===== config.mk =====
export PLATFORM = sky130hd
export DESIGN_NAME = bram_sdp
export DESIGN_NICKNAME = d
export VERILOG_FILES = /design/src/rtl/bram_sdp_pkg.sv /design/src/rtl/bram_sdp_out_reg.sv /design/src/rtl/bram_sdp.sv
export SDC_FILE = /design/constraint.sdc
export NUM_CORES = 1
export LEC_CHECK = 0
export CAP_MARGIN = 25
export CORE_MARGIN = 8
export CORE_UTILIZATION = 47
export DETAILED_ROUTE_END_ITERATION = 7
export PLACE_DENSITY_LB_ADDON = 0.3
export SYNTH_ARGS = -nofsm -noshare
export SYNTH_HDL_FRONTEND = slang
export SYNTH_HIERARCHICAL = 1
export SYNTH_SLANG_ARGS = --single-unit

===== constraint.sdc =====
create_clock -name clk -period 4.7 [get_ports clk]
set_input_delay 1.41 -clock clk [delete_from_list [all_inputs] [get_ports clk]]
set_output_delay 1.41 -clock clk [all_outputs]
set_load 0.03 [all_outputs]

===== src/rtl/bram_sdp_pkg.sv =====
// bram_sdp_pkg: shared constants for the simple dual-port block RAM.
//
// BRAM_SDP_RD_LATENCY is the number of clock edges from sampling rd_en to
// valid rd_data. Parent blocks use it to size their valid-delay pipelines.
// It follows the optional macro BRAM_SDP_OUT_REG_EN:
//   undefined -> 1 (array read register only)
//   defined   -> 2 (array read register + output pipeline register)
package bram_sdp_pkg;

`ifdef BRAM_SDP_OUT_REG_EN
    localparam int unsigned BRAM_SDP_RD_LATENCY = 2;
`else
    localparam int unsigned BRAM_SDP_RD_LATENCY = 1;
`endif

endpackage


===== src/rtl/bram_sdp_out_reg.sv =====
// bram_sdp_out_reg: optional output pipeline stage behind the RAM read register.
//
// Ports:
//   clk   - clock, rising edge
//   rst   - synchronous active-high reset, clears q
//   load  - load enable (the read strobe delayed by one cycle)
//   d     - data from the array read register
//   q     - registered output; holds while load is low
module bram_sdp_out_reg #(
    parameter int unsigned WIDTH = 8
) (
    input  logic             clk,
    input  logic             rst,
    input  logic             load,
    input  logic [WIDTH-1:0] d,
    output logic [WIDTH-1:0] q
);

    always_ff @(posedge clk) begin
        if (rst) begin
            q <= '0;
        end else if (load) begin
            q <= d;
        end
    end

endmodule


===== src/rtl/bram_sdp.sv =====
// bram_sdp: simple dual-port block RAM, one write port, one read port, one clock.
//
// Line/feature-map buffer: the writer fills words sequentially, the reader
// fetches them back. Read data is registered. Write-first on a same-address
// collision. Out-of-range writes are dropped; out-of-range reads return zero.
// Array contents are not touched by rst; only the read-side registers clear.
//
// Optional feature (macro BRAM_SDP_OUT_REG_EN): adds an output pipeline
// register, raising read latency from 1 to 2. RD_LATENCY reports the value.
//
// Ports:
//   clk     - sole clock, rising edge
//   rst     - synchronous active-high reset; blocks reads and writes that cycle
//   wr_en   - write strobe
//   rd_en   - read strobe
//   wr_addr - write address
//   wr_data - write data
//   rd_addr - read address
//   rd_data - registered read data (holds when no read is issued)
module bram_sdp
    import bram_sdp_pkg::*;
#(
    parameter int unsigned RAM_WIDTH  = 8,
    parameter int unsigned RAM_DEPTH  = 1,
    parameter int unsigned ADDR_WIDTH = $clog2(RAM_DEPTH + 1)
) (
    input  logic                  clk,
    input  logic                  rst,
    input  logic                  wr_en,
    input  logic                  rd_en,
    input  logic [ADDR_WIDTH-1:0] wr_addr,
    input  logic [RAM_WIDTH-1:0]  wr_data,
    input  logic [ADDR_WIDTH-1:0] rd_addr,
    output logic [RAM_WIDTH-1:0]  rd_data
);

    localparam int unsigned RD_LATENCY = BRAM_SDP_RD_LATENCY;

    // One extra bit so RAM_DEPTH itself (up to 2**ADDR_WIDTH) is representable.
    localparam logic [ADDR_WIDTH:0] DEPTH_L = (ADDR_WIDTH + 1)'(RAM_DEPTH);

    // Zero-initialised at configuration time; rst never clears it.
    logic [RAM_WIDTH-1:0] mem [RAM_DEPTH] = '{default: '0};

    logic                 wr_in_range;
    logic                 rd_in_range;
    logic                 collide;
    logic [RAM_WIDTH-1:0] rd_q;

    always_comb begin
        wr_in_range = ({1'b0, wr_addr} < DEPTH_L);
        rd_in_range = ({1'b0, rd_addr} < DEPTH_L);
        collide     = wr_en && (wr_addr == rd_addr);
    end

    // Write port: kept free of reset so the array maps onto block RAM.
    always_ff @(posedge clk) begin
        if (!rst && wr_en && wr_in_range) begin
            mem[wr_addr] <= wr_data;
        end
    end

    // Read register. A same-cycle write to the read address forwards the new
    // word (write-first). Out-of-range reads load zero rather than aliasing.
    always_ff @(posedge clk) begin
        if (rst) begin
            rd_q <= '0;
        end else if (rd_en) begin
            if (!rd_in_range) begin
                rd_q <= '0;
            end else if (collide) begin
                rd_q <= wr_data;
            end else begin
                rd_q <= mem[rd_addr];
            end
        end
    end

`ifdef BRAM_SDP_OUT_REG_EN
    // Read strobe delayed to line up with data in rd_q.
    logic rd_en_q;

    always_ff @(posedge clk) begin
        if (rst) begin
            rd_en_q <= 1'b0;
        end else begin
            rd_en_q <= rd_en;
        end
    end

    bram_sdp_out_reg #(
        .WIDTH(RAM_WIDTH)
    ) u_out_reg (
        .clk  (clk),
        .rst  (rst),
        .load (rd_en_q),
        .d    (rd_q),
        .q    (rd_data)
    );
`else
    assign rd_data = rd_q;
`endif

endmodule


==> results of run 1 <==
[cells by family (layout without fill, tap and decap cells)]
kind of cell / Yosys count / after routing / synth area share
DFF: 16 / 16 / 0.584
xor gates and xnor gates: 1 / 1 / 0.0237
buffers and inverters: 3 / 26 / 0.0292
AOI/OAI and AO/OA: 8 / 8 / 0.146
and+or+nand+nor: 28 / 28 / 0.217
[worst max-delay path by stage]
stage / startpoint / cells past startpoint / slack, ns / to
final: rd_data[7] / 1 / 1.98 / rd_data[7]
after global routing: rd_data[0] / 1 / 1.93 / rd_data[0]
after CTS: rd_data[3] / 1 / 1.98 / rd_data[3]
after detailed placement: rd_addr / 4 / 1.80 / rd_data[4]
after global placement: rd_addr / 4 / 1.83 / rd_data[1]
after floorplan: wr_en / 2 / 1.94 / mem[0][0]
[power groups by stage]
stage / logic (uW) / clock network [uW] / registers, uW
5_1_grt: 48.4 / 83.2 / 157
6_report: 45.6 / 73.4 / 156
3_5_place_dp: 45.9 / 0 / 159
2_1_floorplan: 16.6 / 0 / 166
4_1_cts: 46.1 / 76.8 / 156
3_3_place_gp: 45.1 / 0 / 159
[cell usage after synthesis]
cell and instances:
and2_4 1, buf_2 1, buf_6 1, clkbuf_1 1, dfxtp_1 8, edfxtp_1 8, nand2_1 16, nand4_1 8
nor2_1 1, nor3b_1 1, nor3b_4 1, o211ai_2 8, xnor2_2 1
[through the flow]
| stage | setup WS, ns | instances | power [uW] | utilization |
|---|---|---|---|---|
| 2_1_floorplan | 1.94 | 56 | 182 | - |
| 3_3_place_gp | 1.83 | 90 | 204 | 0.676 |
| 3_5_place_dp | 1.80 | 90 | 205 | 0.676 |
| 4_1_cts | 1.98 | 94 | 279 | 0.696 |
| 5_1_grt | 1.93 | 94 | 288 | 0.696 |
| 6_report | 1.98 | 94 | 275 | 0.696 |
[placed cells by master (no fill, tap or decap), types with 3 or more instances in the layout]
master           netlist  final
clkdlybuf4s50_1        0     21
nand2_1               16     16
nand4_1                8      8
o211ai_2               8      8
edfxtp_1               8      8
dfxtp_1                8      8
clkbuf_4               0      3
[layout make-up]
cell class	count	area (um2)	area share
flip-flops and latches	16	400	0.431
multi-input cells	37	265	0.286
clock inverters	1	3.75	0.00404
well taps	15	18.8	0.0202
clock buffers	3	22.5	0.0243
repair buffers	22	218	0.235
[flip-flops by register name (all words and copies together), names as in the netlist]
name,count
mem,8
rd_data,8
[metal layers]
layer,share of wire,vias up,track usage
met5,0,-,0
met4,0.0054,0,0.0615
met3,0.063,2,0.0331
met2,0.46,12,0.177
met1,0.47,242,0.140
li1,-,258,-
==> flow_summary.json, run 1 <==
{
  "die_w_um": 54.2,
  "cp-start-kind": "register",
  "status": "finished clean",
  "fin_crit_ns": 2.72,
  "gp_congestion": 0.719,
  "start_util": 0.514,
  "vias": 514,
  "synth_area_um2": 686,
  "switching_share": 0.251,
  "worstPathRequired_ns": 3.29,
  "num-fill-cells": 107,
  "min_from": "rd_data[0]",
  "grt_start_max_net_pins": 17,
  "crit_chain": "clkdlybuf4s50_1",
  "worst-path-buf-inv": 1,
  "fin_hold_ws_ns": 0.469,
  "first_global_vias": 522,
  "cp_slowest_cell": "clkdlybuf4s50_1",
  "num_antenna_cells": 0,
  "dr.pass1.iters": 4,
  "criticalPathCategory": "reg -> out",
  "hold_violations": 0,
  "cp_top_family": "buffers and inverters",
  "worstReg2RegEnd": "rd_data[4]",
  "die_h_um": 54.2,
  "grt_first_pass_wirelength_mm": 2.47,
  "clock.fmax_ghz": 0.368,
  "final-setup-viol-count": 0,
  "post_cts_resized": 0,
  "intPower_uw": 206,
  "clockBufferDepth": 2,
  "final_antenna_net_count": 0,
  "drc": 0,
  "syn_area_per_cell_um2": 12.2,
  "maxCapViolCount": 0,
  "clock_latency_ns": 0.28,
  "final_nets": 94,
  "ys_ff_latch": 16,
  "postSynthCellCount": 56,
  "drive_gt1_frac": 0.190,
  "peakVddDrop_mv": 0.177,
  "detail_route.iter0.violations": 7,
  "pwr-share-comb": 0.166,
  "wl_per_cell_um": 15.8,
  "synth_area_leader_cell": "edfxtp_1",
  "antenna_found_initial": 0,
  "holdPathEnd": "rd_data[0]",
  "hold_buffers": 0,
  "area_growth_pct": 35.4,
  "min_path_cells": 2,
  "skew_ns": 0.00335,
  "synth_nets": 70,
  "drt_wl_total_mm": 1.48,
  "synth.distinct_cells": 13,
  "htreeDepth": 1,
  "cts.sinks": 16,
  "rows": 13,
  "hold_path.class": "reg -> reg",
  "die-area_um2": 2940,
  "tns_ns": 0,
  "cts_tree": "done",
  "post-route-period-util": 0.578,
  "port_buffers": 21,
  "path_max_fanout": 2,
  "overflow": 0,
  "io_pins": 22,
  "rsz0062_at_grt": "no",
  "synth_warnings": 6,
  "p_leak_uw": 0.000342,
  "cp.arrival_ns": 1.31,
  "endpoint_kind": "output pin",
  "clockRootBuffer": "clkbuf_4",
  "worst_pin_slew_ns": 0.606,
  "postPlaceCellArea_um2": 902,
  "pwr_density_cell_nw_per_um2": 296,
  "r2r-start": "mem[0][4]",
  "cts_buffers": 3,
  "power.switching_uw": 68.9,
  "final_area_um2": 928,
  "seq_area_frac_synth": 0.584,
  "final_max_slew_viol_count": 0,
  "groute.usage.overall": 0.115,
  "yosysTopAreaCellShare": 0.350,
  "p_seq_frac": 0.567,
  "post-cts-setup-buffer-count": 0,
  "clkPwrFrac": 0.267,
  "reg2reg_depth": 2,
  "place_hpwl_mm": 1.08,
  "vias_per_cell": 5.47,
  "clkTransAtPathRegs_ns": 0.09,
  "slowest_delay_ns": 0.68,
  "relSlewSlack": 0.596,
  "ff2ff_setup_slack_ns": 4.05,
  "yosys-top-cells-area": "edfxtp_1 35%, dfxtp_1 23%, o211ai_2 15%",
  "core_um2": 1330
}
Power figures use the tool's default switching activity.
==> inputs of run 2 (changes only) <==
--- a/config.mk
+++ b/config.mk
@@ -7,7 +7,7 @@
 export LEC_CHECK = 0
 export CAP_MARGIN = 25
 export CORE_MARGIN = 8
-export CORE_UTILIZATION = 47
+export CORE_UTILIZATION = 43
 export DETAILED_ROUTE_END_ITERATION = 7
 export PLACE_DENSITY_LB_ADDON = 0.3
 export SYNTH_ARGS = -nofsm -noshare
==> constraint.sdc (replaced) <==
create_clock -name clk -period 2.81 [get_ports clk]
set_input_delay 0.843 -clock clk [delete_from_list [all_inputs] [get_ports clk]]
set_output_delay 0.843 -clock clk [all_outputs]
set_load 0.03 [all_outputs]
==> run 2 against run 1 <==
Global-route usage down 0.95 points. Via count rose by 1.9%. Setup slack got worse by 1.4 ns. Largest cell class unchanged.
==> flow_summary.json, run 2 (same netlist as run 1, synthesis figures left out) <==
{
  "post_cts_resized": 0,
  "final_antenna_net_count": 0,
  "hold_path.class": "reg -> reg",
  "cts_buffers": 3,
  "peakVddDrop_mv": 0.359,
  "fin_crit_ns": 2.18,
  "post-cts-setup-buffer-count": 0,
  "final_max_slew_viol_count": 0,
  "port_buffers": 21,
  "slowest_delay_ns": 0.68,
  "drive_gt1_frac": 0.222,
  "worstPathRequired_ns": 1.97,
  "cp_slowest_cell": "clkdlybuf4s50_1",
  "wl_per_cell_um": 16.2,
  "cts.sinks": 16,
  "start_util": 0.455,
  "clockBufferDepth": 2,
  "vias": 524,
  "groute.usage.overall": 0.105,
  "status": "finished clean",
  "final-setup-viol-count": 0,
  "met1_usage": 0.124,
  "die_h_um": 55.9,
  "path_max_fanout": 2,
  "first_global_vias": 594,
  "dr.pass1.iters": 4,
  "p_leak_uw": 0.000357,
  "fin_hold_ws_ns": 0.471,
  "clockRootBuffer": "clkbuf_4",
  "cp-start-kind": "register",
  "overflow": 0,
  "cp.arrival_ns": 1.34,
  "maxCapViolCount": 0,
  "antenna_found_initial": 0,
  "place_hpwl_mm": 1.10,
  "ff2ff_setup_slack_ns": 2.17,
  "grtUsageMet3": 0.0457,
  "core_um2": 1510,
  "ff_latch_area_um2": 400,
  "die-area_um2": 3130,
  "clock.fmax_ghz": 0.458,
  "endpoint_kind": "output pin",
  "num-fill-cells": 142,
  "htreeDepth": 1,
  "hold_violations": 0,
  "tns_ns": 0,
  "gp_congestion": 0.751,
  "io_pins": 22,
  "detail_route.iter0.violations": 10,
  "crit_chain": "clkdlybuf4s50_1",
  "skew_ns": 0.00328,
  "hold_buffers": 0,
  "rsz0062_at_grt": "no",
  "num_antenna_cells": 0,
  "grt_start_max_net_pins": 17,
  "drt_wl_total_mm": 1.57,
  "multiInputGateArea_um2": 265,
  "grt_first_pass_wirelength_mm": 2.62,
  "cp_top_family": "buffers and inverters",
  "clkTransAtPathRegs_ns": 0.10,
  "rows": 14,
  "clock_latency_ns": 0.29,
  "cts_tree": "done",
  "drc": 0,
  "grt_busiest_layer": "met2",
  "vias_per_cell": 5.40,
  "final_cell_mix": "21 x clkdlybuf4s50_1, 16 x nand2_1",
  "relSlewSlack": 0.591,
  "worst-path-buf-inv": 1,
  "die_w_um": 55.9,
  "post-route-period-util": 0.778,
  "area_growth_pct": 39.2,
  "criticalPathCategory": "reg -> out",
  "use_met2": 0.154,
  "worst_pin_slew_ns": 0.611,
  "pwr_density_cell_nw_per_um2": 520,
  "layout_commonest_cell": "clkdlybuf4s50_1",
  "final_nets": 96
}
[run 2: cell count changes in the layout (fill, tap and decap cells not counted)]
cell,delta
clkbuf_8,+1
buf_4,+2
clkinv_1,-1
[run 2: per-stage QoR]
step | area (um2) | total power [uW] | util | setup WS [ns] | cells
4_1_cts | 955 | 503 | 0.634 | 0.614 | 97
5_1_grt | 955 | 519 | 0.634 | 0.559 | 97
3_5_place_dp | 918 | 346 | 0.610 | 0.489 | 93
2_1_floorplan | 686 | 305 | - | 0.618 | 56
3_3_place_gp | 918 | 345 | 0.610 | 0.543 | 93
6_report | 955 | 496 | 0.634 | 0.625 | 97
[run 2: cell type report]
class                      instances  share of cell area
multi-input combinational         37               0.278
timing repair buffer              24               0.244
sequential                        16               0.419
tap                               16              0.0210
clock buffer                       4              0.0380
[run 2: routing by layer]
layer,share of wire,routed length (um),vias up
met5,0,0,-
met4,0,0,0
met3,0.059,92,0
met2,0.43,682,18
met1,0.51,794,247
li1,-,-,259
[run 2: power by group]
group / internal [uW] / leakage (uW) / switching, uW
clock network: 79.0 / 0.0000210 / 76.7
registers: 256 / 0.000139 / 4.25
logic: 38.9 / 0.000197 / 41.2
[run 2: final timing paths]
path,depth (start not counted),startpoint,end
setup reg to reg,2,mem[0][3],rd_data[3]
hold / removal,2,rd_data[5],rd_data[5]
setup / recovery,1,rd_data[0],rd_data[0]
hold reg to reg,2,rd_data[5],rd_data[5]
==> inputs of run 3 (changes only) <==
==> constraint.sdc (replaced) <==
create_clock -name clk -period 2.15 [get_ports clk]
set_input_delay 0.645 -clock clk [delete_from_list [all_inputs] [get_ports clk]]
set_output_delay 0.645 -clock clk [all_outputs]
set_load 0.03 [all_outputs]
==> run 3 against run 2 <==
Core utilization increased by 1.8 points. Non-clock buffer count up 5. Hold slack worse by 0.0031 ns. Critical path depth unchanged. Combinational power rose by 37%. Critical endpoint is now rd_data[7].
==> flow_summary.json, run 3 (same netlist as run 1, synthesis figures left out) <==
{
  "drive_gt1_frac": 0.256,
  "dp.cells": 98,
  "hold_buffers": 0,
  "cp_slowest_cell": "clkdlybuf4s50_1",
  "num-fill-cells": 136,
  "antenna_found_initial": 0,
  "wl_per_cell_um": 15.8,
  "peakVddDrop_mv": 0.444,
  "min_path_cells": 2,
  "wl_met3_um": 114,
  "final_antenna_net_count": 0,
  "cts.sinks": 16,
  "post-route-period-util": 0.916,
  "wl_met2_um": 775,
  "criticalPathCategory": "reg -> out",
  "drt_wl_total_mm": 1.61,
  "worstPathRequired_ns": 1.50,
  "layout_commonest_cell": "clkdlybuf4s50_1",
  "clock_latency_ns": 0.29,
  "area_growth_pct": 43.2,
  "final_area_um2": 982,
  "fin_crit_ns": 1.97,
  "groute.usage.overall": 0.110,
  "ff2ff_setup_slack_ns": 1.50,
  "slowest_delay_ns": 0.68,
  "cts_tree": "done",
  "grt_start_max_net_pins": 10,
  "final_cell_mix": "21 x clkdlybuf4s50_1, 16 x nand2_1",
  "relSlewSlack": 0.792,
  "die_h_um": 55.9,
  "crit_start": "rd_data[7]",
  "clockRootBuffer": "clkbuf_4",
  "die-area_um2": 3130,
  "postPlaceCellArea_um2": 956,
  "tns_ns": 0,
  "crit_chain": "clkdlybuf4s50_1",
  "cp_top_family": "buffers and inverters",
  "place_ws_ns": 0.205,
  "cts_buffers": 3,
  "min_from": "rd_data[3]",
  "final_max_slew_viol_count": 0,
  "cp.arrival_ns": 1.32,
  "detail_route.iter0.violations": 7,
  "hold_violations": 0,
  "maxCapViolCount": 0,
  "drc": 0,
  "hold_path.class": "reg -> reg",
  "drt-met1-wl_um": 676,
  "num_antenna_cells": 0,
  "worst-path-buf-inv": 1,
  "overflow": 0,
  "clockBufferDepth": 2,
  "rsz0062_at_grt": "no",
  "endpoint_kind": "output pin",
  "vias_per_cell": 5.38,
  "first_global_vias": 617,
  "path_depth": 1,
  "routed.top_layer": "met4",
  "status": "finished clean",
  "rows": 14,
  "io_pins": 22,
  "cp-start-kind": "register",
  "dr.pass1.iters": 4,
  "r2r-start": "mem[0][4]",
  "clock.fmax_ghz": 0.508,
  "gp_congestion": 0.726,
  "path_max_fanout": 2,
  "port_buffers": 21,
  "final-setup-viol-count": 0,
  "instances_no_fill": 102,
  "p_leak_uw": 0.000377,
  "core_um2": 1510,
  "pwr_density_cell_nw_per_um2": 628,
  "post_cts_resized": 0,
  "start_util": 0.455,
  "reg2reg_depth": 2,
  "htreeDepth": 1,
  "vias": 549,
  "post-cts-setup-buffer-count": 0,
  "worst_pin_slew_ns": 0.311,
  "clkTransAtPathRegs_ns": 0.09,
  "grt_first_pass_wirelength_mm": 2.72,
  "place_hpwl_mm": 1.26,
  "setup_ws_ns": 0.180,
  "skew_ns": 0.00705,
  "final_nets": 101,
  "die_w_um": 55.9
}
run 3: where the power goes:
part	switching [uW]	internal (uW)
logic	54.7	55.8
registers	5.69	335
clock network	93.2	72.1
run 3: cell type report:
cell class / instances / area [um2] / share of cell area
flip-flops and latches: 16 / 400 / 0.408
repair buffers: 29 / 270 / 0.275
multi-input cells: 37 / 265 / 0.270
clock buffers: 4 / 26.3 / 0.0268
well taps: 16 / 20.0 / 0.0204
run 3: worst reg2reg max path: cells and delay by family, from the launching register on:
family	cells	cell delay, ns
flops	1	0.39
simple gates	1	0.09
compound gates	1	0.07
run 3: final timing paths:
kind,end
worst max register to register,rd_data[4]
worst max-delay path,rd_data[7]
worst min register to register,rd_data[3]
worst min-delay path,rd_data[3]
run 3: routing by layer:
layer | GRT usage | up-vias
met3 | 0.0479 | 4
met5 | 0 | -
met1 | 0.114 | 257
met4 | 0.0756 | 0
met2 | 0.173 | 16
li1 | - | 272
run 3: metrics by stage:
step	total power, uW	hold WS, ns	utilization
floorplan	398	0.495	-
global placement	457	0.445	0.635
detailed placement	459	0.451	0.635
CTS	625	0.475	0.652
global route	640	0.497	0.652
finish	617	0.468	0.652
